--- config.mk ---
export PLATFORM = sky130hd
export DESIGN_NAME = qspi_reg_seq
export DESIGN_NICKNAME = d
export VERILOG_FILES = /design/src/rtl/qspi_reg_seq.sv
export SDC_FILE = /design/constraint.sdc
export NUM_CORES = 1
export LEC_CHECK = 0
export BUFFER_PORTS_ARGS = -buffer_cell sky130_fd_sc_hd__buf_2
export CAP_MARGIN = 40
export CORE_AREA = 5 5 143 145
export CTS_CLUSTER_SIZE = 25
export DETAILED_ROUTE_END_ITERATION = 10
export DIE_AREA = 0 0 148 150
export PLACE_DENSITY = 0.59
export SLEW_MARGIN = 10
export SYNTH_ARGS = -nofsm -noshare
export SYNTH_HDL_FRONTEND = slang
export SYNTH_SLANG_ARGS = --single-unit
--- constraint.sdc ---
create_clock -name aclk -period 1.92 [get_ports aclk]
set_input_delay 0.192 -clock aclk [delete_from_list [all_inputs] [get_ports aclk]]
set_output_delay 0.192 -clock aclk [all_outputs]
set_load 0.01 [all_outputs]
--- src/rtl/qspi_reg_seq.sv ---
// qspi_reg_seq: byte-register access sequencer in front of spi_axi_if.
// Takes one register command at a time and issues the matching single-beat
// AXI write or read to the QSPI register window. Byte writes are placed on
// the right lane with a one-hot strobe, and byte reads are taken from the
// right lane. A busy-poll loop can optionally follow each write.
//
// Build option: define QSPI_SEQ_POLL_EN to build the busy-poll counter and
// honour the poll bit. When it is undefined, req_cmd[13] has no effect and a
// write always completes straight after its write response.
module qspi_reg_seq #(
  parameter logic [31:0] BASE_ADDR = 32'h1fff0300,
  parameter int          DW        = 128,
  parameter logic [3:0]  STAT_OFF  = 4'h2,
  parameter int          POLL_BIT  = 0,
  parameter int          POLL_MAX  = 255
) (
  input  logic            aclk,
  input  logic            aresetn,
  // requester side
  input  logic            req_valid,
  output logic            req_ready,
  input  logic [13:0]     req_cmd,
  output logic            rsp_valid,
  output logic [7:0]      rsp_data,
  output logic            rsp_err,
  // AXI write address / data / response
  output logic [31:0]     spi_if_awaddr,
  output logic            spi_if_awvalid,
  input  logic            spi_if_awready,
  output logic [DW-1:0]   spi_if_wdata,
  output logic [DW/8-1:0] spi_if_wstrb,
  output logic            spi_if_wvalid,
  input  logic            spi_if_wready,
  input  logic [1:0]      spi_if_bresp,
  input  logic            spi_if_bvalid,
  output logic            spi_if_bready,
  // AXI read address / data
  output logic [31:0]     spi_if_araddr,
  output logic            spi_if_arvalid,
  input  logic            spi_if_arready,
  input  logic [DW-1:0]   spi_if_rdata,
  input  logic [1:0]      spi_if_rresp,
  input  logic            spi_if_rvalid,
  output logic            spi_if_rready
);

  typedef enum logic [2:0] {IDLE, WR, BRESP, RD, RDATA, RESP} state_t;

  localparam logic [7:0] POLL_LIMIT = 8'(POLL_MAX);

`ifdef QSPI_SEQ_POLL_EN
  localparam bit POLL_EN = 1'b1;
`else
  localparam bit POLL_EN = 1'b0;
`endif

  state_t     state, state_nx;

  // latched command fields
  logic       op_poll;
  logic [3:0] op_off;
  logic [7:0] op_wdata;

  logic       aw_done, w_done;  // write-channel handshakes already taken
  logic       poll_mode;        // reads now target the status register

  logic       aw_hs, w_hs, b_hs, ar_hs, r_hs;
  logic       accept;
  logic [3:0] rd_off;
  logic [7:0] rd_byte;
  logic       b_err, r_err;
  logic       busy, poll_live, poll_last, poll_again, poll_timeout;
  logic [7:0] poll_cnt_inc;

  assign accept  = (state == IDLE) && req_valid;
  assign aw_hs   = spi_if_awvalid && spi_if_awready;
  assign w_hs    = spi_if_wvalid  && spi_if_wready;
  assign b_hs    = spi_if_bvalid  && spi_if_bready;
  assign ar_hs   = spi_if_arvalid && spi_if_arready;
  assign r_hs    = spi_if_rvalid  && spi_if_rready;

  assign b_err   = (spi_if_bresp != 2'b00);
  assign r_err   = (spi_if_rresp != 2'b00);
  assign rd_off  = poll_mode ? STAT_OFF : op_off;
  assign rd_byte = spi_if_rdata[{rd_off, 3'b000} +: 8];

  // Poll decision for the status byte arriving this cycle.
  assign busy         = rd_byte[POLL_BIT];
  assign poll_live    = poll_mode && busy && !r_err;
  assign poll_last    = (poll_cnt_inc == POLL_LIMIT);
  assign poll_again   = poll_live && !poll_last;
  assign poll_timeout = poll_live && poll_last;

`ifdef QSPI_SEQ_POLL_EN
  logic [7:0] poll_cnt;

  assign poll_cnt_inc = poll_cnt + 8'd1;

  // Count status reads issued since the command was accepted.
  always_ff @(posedge aclk) begin
    if (!aresetn) begin
      poll_cnt <= 8'd0;
    end else if (accept) begin
      poll_cnt <= 8'd0;
    end else if ((state == RDATA) && r_hs) begin
      poll_cnt <= poll_cnt_inc;
    end
  end
`else
  // Without a counter every status read is treated as the last one; poll
  // mode is never entered in this build, so this value is never consulted.
  assign poll_cnt_inc = POLL_LIMIT;
`endif

  // State register.
  // NOTE: sequential state uses non-blocking assignments so every register
  // samples the pre-edge values and simulation matches the synthesized flops.
  always_ff @(posedge aclk) begin
    if (!aresetn) begin
      state <= IDLE;
    end else begin
      state <= state_nx;
    end
  end

  // Next-state decision.
  // NOTE: every combinational output gets a default before the case so no
  // path leaves it unassigned, which would infer a latch.
  always_comb begin
    state_nx = state;
    unique case (state)
      IDLE:  if (req_valid) state_nx = req_cmd[12] ? WR : RD;
      WR:    if ((aw_done || aw_hs) && (w_done || w_hs)) state_nx = BRESP;
      BRESP: if (b_hs) state_nx = (b_err || !op_poll) ? RESP : RD;
      RD:    if (ar_hs) state_nx = RDATA;
      RDATA: if (r_hs) state_nx = poll_again ? RD : RESP;
      RESP:  state_nx = IDLE;
      default: state_nx = IDLE;
    endcase
  end

  // Command latch, write-handshake tracking, poll mode and response capture.
  always_ff @(posedge aclk) begin
    if (!aresetn) begin
      op_poll   <= 1'b0;
      op_off    <= 4'd0;
      op_wdata  <= 8'd0;
      aw_done   <= 1'b0;
      w_done    <= 1'b0;
      poll_mode <= 1'b0;
      rsp_data  <= 8'd0;
      rsp_err   <= 1'b0;
    end else if (accept) begin
      op_poll   <= req_cmd[13] & POLL_EN;
      op_off    <= req_cmd[11:8];
      op_wdata  <= req_cmd[7:0];
      aw_done   <= 1'b0;
      w_done    <= 1'b0;
      poll_mode <= 1'b0;
      rsp_data  <= 8'd0;
      rsp_err   <= 1'b0;
    end else begin
      if (state == WR) begin
        if (aw_hs) aw_done <= 1'b1;
        if (w_hs)  w_done  <= 1'b1;
      end
      if ((state == BRESP) && b_hs) begin
        rsp_err <= b_err;
        if (!b_err && op_poll) poll_mode <= 1'b1;
      end
      if ((state == RDATA) && r_hs) begin
        rsp_data <= rd_byte;
        rsp_err  <= r_err || poll_timeout;
      end
    end
  end

  // Bus and requester outputs decoded from the current state.
  always_comb begin
    req_ready      = 1'b0;
    rsp_valid      = 1'b0;
    spi_if_awaddr  = 32'd0;
    spi_if_awvalid = 1'b0;
    spi_if_wdata   = '0;
    spi_if_wstrb   = '0;
    spi_if_wvalid  = 1'b0;
    spi_if_bready  = 1'b0;
    spi_if_araddr  = 32'd0;
    spi_if_arvalid = 1'b0;
    spi_if_rready  = 1'b0;
    unique case (state)
      IDLE: req_ready = 1'b1;
      WR: begin
        spi_if_awaddr  = BASE_ADDR + {28'd0, op_off};
        spi_if_awvalid = !aw_done;
        spi_if_wdata   = {{(DW-8){1'b0}}, op_wdata} << {op_off, 3'b000};
        spi_if_wstrb   = {{(DW/8-1){1'b0}}, 1'b1} << op_off;
        spi_if_wvalid  = !w_done;
      end
      BRESP: spi_if_bready = 1'b1;
      RD: begin
        spi_if_araddr  = BASE_ADDR + {28'd0, rd_off};
        spi_if_arvalid = 1'b1;
      end
      RDATA: spi_if_rready = 1'b1;
      RESP:  rsp_valid = 1'b1;
      default: ;
    endcase
  end

endmodule

==> results of run 1 <==
## cell families after synthesis
logic type             synth area share [%]
buffers and inverters                  16.0
flip-flops                             14.9
other                                 0.107
AND/OR/NAND/NOR                        36.0
multiplexers                           25.5
AO/OA/AOI/OAI                          7.52
## path summary, 6_finish.rpt
kind	start	depth (start not counted)	end
setup reg to reg	op_off[1]	5	rsp_data[0]
setup / recovery	op_off[2]	6	spi_if_wdata[22]
hold / removal	req_cmd[10]	3	op_off[2]
hold reg to reg	rsp_data[1]	2	rsp_data[1]
## power breakdown
part	leakage, nW	internal (mW)	switching [mW]	total (mW)
logic	2.80	1.03	1.20	2.23
registers	0.214	0.630	0.233	0.863
clock network	0.0511	0.416	0.229	0.646
total	3.06	2.07	1.66	3.74
## metal layers
| metal | up-vias | part of all wire (%) |
|---|---|---|
| met5 | - | 0 |
| met4 | 0 | 1.6 |
| met3 | 14 | 7.4 |
| met2 | 215 | 53 |
| met1 | 1952 | 38 |
| li1 | 2017 | - |
## synth_stat cells, types with 2 or more instances
master	number	share of area, %
a211oi_1	3	0.64
a21oi_1	15	2.1
a2bb2oi_1	8	2.0
and2_1	134	24
and3_1	4	0.72
buf_2	9	1.3
buf_4	57	12
buf_6	2	0.64
clkbuf_1	14	1.5
dfxtp_1	26	15
inv_1	2	0.21
mux2i_1	17	4.9
mux4_2	32	21
nand2_1	30	3.2
nand2b_1	2	0.36
nand3_1	2	0.29
nand3b_1	2	0.43
nor2_1	19	2.0
nor2b_1	4	0.72
nor3_1	4	0.57
nor3_2	4	1.1
o21ai_0	7	1.0
o21ai_1	3	0.43
## worst max-delay path, stage by stage, from the launching register on
cell and delay [ns]:
dfxtp_4 0.55, nor2_1 0.10, nand2_2 0.26, nor2_1 0.09, buf_4 0.17, and2_1 0.16
buf_2 0.13
## final cells by class
type | count | area share [%]
multi-input combinational | 333 | 45.9
timing repair buffer | 384 | 37.5
clock inverter | 1 | 0.533
inverter | 2 | 0.133
sequential | 26 | 9.37
clock buffer | 3 | 1.33
tap | 238 | 5.28
## repair_timing
item / 4_1_cts / 5_1_grt
buffers inserted: 1 / 0
cloned: 0 / 3
gates resized for setup: 5 / 32
endpoints found under the setup margin: 130 / 130
pin swaps: 0 / 4
## stage by stage
| step | TNS (ns) | setup WS (ns) | cells |
|---|---|---|---|
| 6_report | -0.0399 | -0.0129 | 987 |
| 5_1_grt | -10.32 | -0.167 | 987 |
| 4_1_cts | 0 | 0.00260 | 984 |
| 3_5_place_dp | -0.0433 | -0.0433 | 979 |
| 3_3_place_gp | -0.0441 | -0.0441 | 979 |
| 2_1_floorplan | 0 | 0.104 | 442 |
## state kept, by name (all words and copies together) (netlist names)
register	count
aw_done	1
op_off	4
op_wdata	8
rsp_data	8
rsp_err	1
state	3
w_done	1
==> key figures, run 1 <==
Timing
  • # setup viols final: 8
  • Worst relative slew slack: 54.5%
  • Slew Viols, Final: 0
  • Setup WS post-layout: -0.0129 ns
  • Maximum clock rate: ~520 MHz
  • Endpoints failing hold: 0
  • Fin crit period: 1.93 ns
  • Fin crit share: 101%
  • Worst slew pin tran: about 0.68 ns
  • Worst Hold Slack: around 0.15 ns
  • RSZ-0062 raised after global routing: true
  • Clock Skew: roughly 0.0054 ns

Drt
  • Vias/cell: between 4 and 5
  • Number of routed nets with antenna violations: 0
  • Wire per inst: between 15 and 20 um
  • First-iteration detailed-routing DRC count: 112
  • Via count: 4198
  • DRC: 0
  • Total wire length: between 15000 and 20000 um
  • Pre-antenna DRT Iters: 4

Yosys
  • FFs w/ async S/R, synth: 0%
  • Post-synthesis cell area: between 0.003 and 0.004 mm2
  • Seq cells post-synth: 26
  • Seq/Total Area, Yosys: 14.9%
  • Synth Instances: roughly 420
  • EDFF count, synth: 0
  • Primary FF master, synth: dfxtp_1
  • Yosys cell types: 40
  • Synthesized area per cell: between 8 and 9 um2
  • Synth warn: 0

Clock tree
  • TritonCTS Buffers: 3
  • Clock Latency Late Sink: 0.27 ns
  • CTS root buf: clkbuf_16
  • # clock sinks: 26
  • Clk buf depth: 2
  • Reg clk slew, reported paths: roughly 0.08 ns
  • H-tree depth: 1
  • CTS tree: yes
  • Hold-fix buffers, CTS: 0

Placed design
  • Routability congestion estimate: just under 0.8
  • Port Buffer Count: 350
  • Placed standard-cell area: ~0.0054 mm2
  • HPWL after DPL: 13900 um

GRT
  • Met1 usage: 15.3%
  • First-pass GRT wire length: about 23000 um
  • Grt met2 use: between 20% and 30%
  • Met3 Resource Use GR: between 2 and 3%
  • Number of global-route vias before repair: between 4k and 5k
  • Antenna violations before repair: 0
  • GRT Max-Usage Layer: met2
  • GRT overflow: 0
  • GRT Overall Usage: approximately an eighth
  • Largest net degree at the start of global routing: 24

Floorplan
  • Starting Density: between 10% and 20%
  • CORE AREA: around 0.019 mm2
  • Die Ht: roughly 150 um
  • Die X: between 100 and 150 um
  • Die area: ~0.022 mm2
  • Site row count: around 50
  • Total I/O pin count: roughly 380

Cells and area
  • Most common cell after layout, fill and taps aside: buf_2
  • Cell area after layout: 0.00564 mm2
  • Register area: between 500 and 600 um2
  • Ant. Diodes: 0
  • Fin nets: between 900 and 1k
  • Multi-input gate area: about 0.0026 mm2
  • Layout cell share with drive strength beyond 1: between 60% and 70%
  • Area grow syn2layout: 61.3%
  • Commonest cells after routing, fill and taps aside: 339 x buf_2, 123 x and2_1, 32 x mux4_2, 30 x nand2_1, 29 x buf_4
  • Fill cells: 2045
  • Final Core Density: between 20% and 30%

Critical path
  • Path type of the worst setup path: flip-flop to primary output
  • Flop-to-flop setup slack: roughly 0.13 ns
  • Setup crit start kind: flip-flop
  • WP data required: about 1.7 ns
  • Critical Path Sink Type: primary output
  • Critical Path AT: between 1.5 and 2 ns
  • Crit Path Max Fanout: 22

Power and ir drop
  • PwrDens: between 600 and 700 mW/mm2
  • Leakage: approximately 3.1 nW
  • Power Total: roughly 3.7 mW
  • Peak supply drop: around 320 uV

Run
  • Max_cap viols: 0

Outcome
  • Failing checks: negative setup slack
  • Outcome: finished, violations left

Hold path
  • Worst Hold Class: primary input to flip-flop
Power figures use the tool's default switching activity.
==> run 2: changes to the inputs <==
--- a/config.mk
+++ b/config.mk
@@ -12,6 +12,7 @@
 export DETAILED_ROUTE_END_ITERATION = 10
 export DIE_AREA = 0 0 148 150
 export PLACE_DENSITY = 0.59
+export RECOVER_POWER = 50
 export SLEW_MARGIN = 10
 export SYNTH_ARGS = -nofsm -noshare
 export SYNTH_HDL_FRONTEND = slang
==> run 2 against run 1 <==
Against the previous run:
- the flow still finishes with violations (negative setup slack)
- non-clock buffer count is the same
- critical path depth is the same
- final cell count stayed put
- register-to-register slack is essentially flat
- sequential power hardly changed
==> key figures, run 2 (synthesized netlist as in run 1, its figures left out) <==
Drt
  • Pre-antenna DRT Iters: 4
  • First-iteration detailed-routing DRC count: ~110
  • Total wire length: ~17000 um
  • Wire per inst: 16.8 um
  • Via count: around 4.2k
  • Number of routed nets with antenna violations: 0
  • Vias/cell: 4.24
  • DRC: 0

GRT
  • Largest net degree at the start of global routing: 24
  • First-pass GRT wire length: roughly 23000 um
  • GRT Overall Usage: between 10% and 20%
  • Number of global-route vias before repair: roughly 4.1k
  • GRT overflow: 0
  • Antenna violations before repair: 0

Clock tree
  • Clock Latency Late Sink: about 0.27 ns
  • CTS tree: yes
  • H-tree depth: 1
  • Reg clk slew, reported paths: ~0.080 ns
  • TritonCTS Buffers: 3
  • # clock sinks: 26
  • Hold-fix buffers, CTS: 0
  • Clk buf depth: 2
  • CTS root buf: clkbuf_16

Cells and area
  • Area grow syn2layout: 60.5%
  • Commonest cells after routing, fill and taps aside: 313 x buf_2, 123 x and2_1, 32 x mux4_2, 30 x nand2_1, 27 x buf_4
  • Ant. Diodes: 0
  • Fill cells: 2052
  • Fin nets: about 900
  • Layout cell share with drive strength beyond 1: around 58%
  • Regs by FF count: op_wdata x8, rsp_data x8, op_off x4
  • Most common cell after layout, fill and taps aside: buf_2

Critical path
  • Crit-path max cell delay: between 0.5 and 0.6 ns
  • Crit path buffers/inverters: 2
  • Crit-path cells: nor2_1, nand2_2, nor2_1, buf_4, and2_1, buf_2
  • Crit Path Max Fanout: 22
  • Critical Path AT: 1.74 ns
  • Critical Path Sink Type: primary output
  • CP max-delay cell: dfxtp_4
  • Path type of the worst setup path: flip-flop to primary output
  • Most common cell on crit path: nor2_1
  • CP top delay family: simple AND/OR/NAND/NOR gates
  • Worst reg-to-reg path cell count: 5
  • Levels on crit path: 6
  • WP data required: between 1.5 and 2 ns
  • Setup crit start kind: flip-flop

Placed design
  • Pre-CTS setup slack: -0.0433 ns
  • Port Buffer Count: 350
  • HPWL after DPL: roughly 14000 um
  • Routability congestion estimate: between 0.7 and 0.8

Run
  • Max_cap viols: 0

Timing
  • Setup WS post-layout: -0.0143 ns
  • # setup viols final: 8
  • Slew Viols, Final: 0
  • Worst Hold Slack: 0.148 ns
  • RSZ-0062 raised after global routing: true
  • Endpoints failing hold: 0
  • Fin crit period: around 1.9 ns
  • Worst slew pin tran: 0.687 ns
  • Maximum clock rate: between 500 and 600 MHz
  • Fin crit share: 101%
  • Clock Skew: 0.00543 ns
  • Worst relative slew slack: around 54%

Power and ir drop
  • Power Total: around 3.7 mW
  • Peak supply drop: roughly 320 uV
  • PwrDens: about 660 mW/mm2
  • Leakage: approximately 3.0 nW

Floorplan
  • CORE AREA: approximately 0.019 mm2
  • Die X: about 150 um
  • Total I/O pin count: 378
  • Die Ht: about 150 um
  • Starting Density: a little under a fifth
  • Die area: ~0.022 mm2
  • Site row count: approximately 50

Outcome
  • Failing checks: negative setup slack
  • Outcome: finished, violations left

Hold path
  • WHS Path Cells: 3
  • Worst Hold Class: primary input to flip-flop
-- run 2: worst register-to-register path, cell delays in order (launching register included) --
cell	delay [ns]
dfxtp_2	0.37
buf_12	0.18
mux4_2	0.53
mux2i_1	0.34
a2bb2oi_1	0.17
o21ai_0	0.09
-- run 2: routing by layer --
| metal | global-route usage (%) | part of all wire (%) |
|---|---|---|
| met1 | 15.3 | 37 |
| met2 | 25.2 | 53 |
| met3 | 2.63 | 7.8 |
| met4 | 2.45 | 1.4 |
| met5 | 0 | 0 |
-- run 2: per-stage QoR --
stage | setup TNS, ns | area, um2 | cells | utilization (%)
after detailed placement | -0.0433 | 5360 | 979 | 28.1
final | -0.0509 | 5610 | 987 | 29.4
after CTS | 0 | 5480 | 984 | 28.7
after floorplan | 0 | 3590 | 442 | -
after global placement | -0.0441 | 5360 | 979 | 28.1
after global routing | -10.96 | 5610 | 987 | 29.4
-- run 2: layout make-up --
class	count	area, um2	area share, %
multi-input combinational	333	2580	46.1
timing repair buffer	384	2080	37.2
sequential	26	528	9.42
tap	238	298	5.31
clock buffer	3	75.1	1.34
clock inverter	1	30.0	0.535
inverter	2	7.51	0.134
-- run 2: repair_timing --
action,4_1_cts,5_1_grt
buffers inserted,1,0
endpoints found under the setup margin,130,130
pin swaps,0,4
gates cloned,0,3
resized for setup,5,32
endpoints found under the hold margin,0,0
-- run 2: path summary, 6_finish.rpt --
check / end / start / slack [ns]
worst max-delay path: spi_if_wdata[22] / op_off[2] / -0.01
worst min-delay path: op_off[2] / req_cmd[10] / 0.15
worst max register to register: rsp_data[0] / op_off[1] / 0.12
worst min register to register: rsp_data[1] / rsp_data[1] / 0.47
-- run 2: report_power, final --
part	internal (mW)	total (mW)	switching, mW
registers	0.630	0.863	0.233
logic	0.993	2.20	1.21
clock network	0.416	0.647	0.230
total	2.04	3.71	1.67
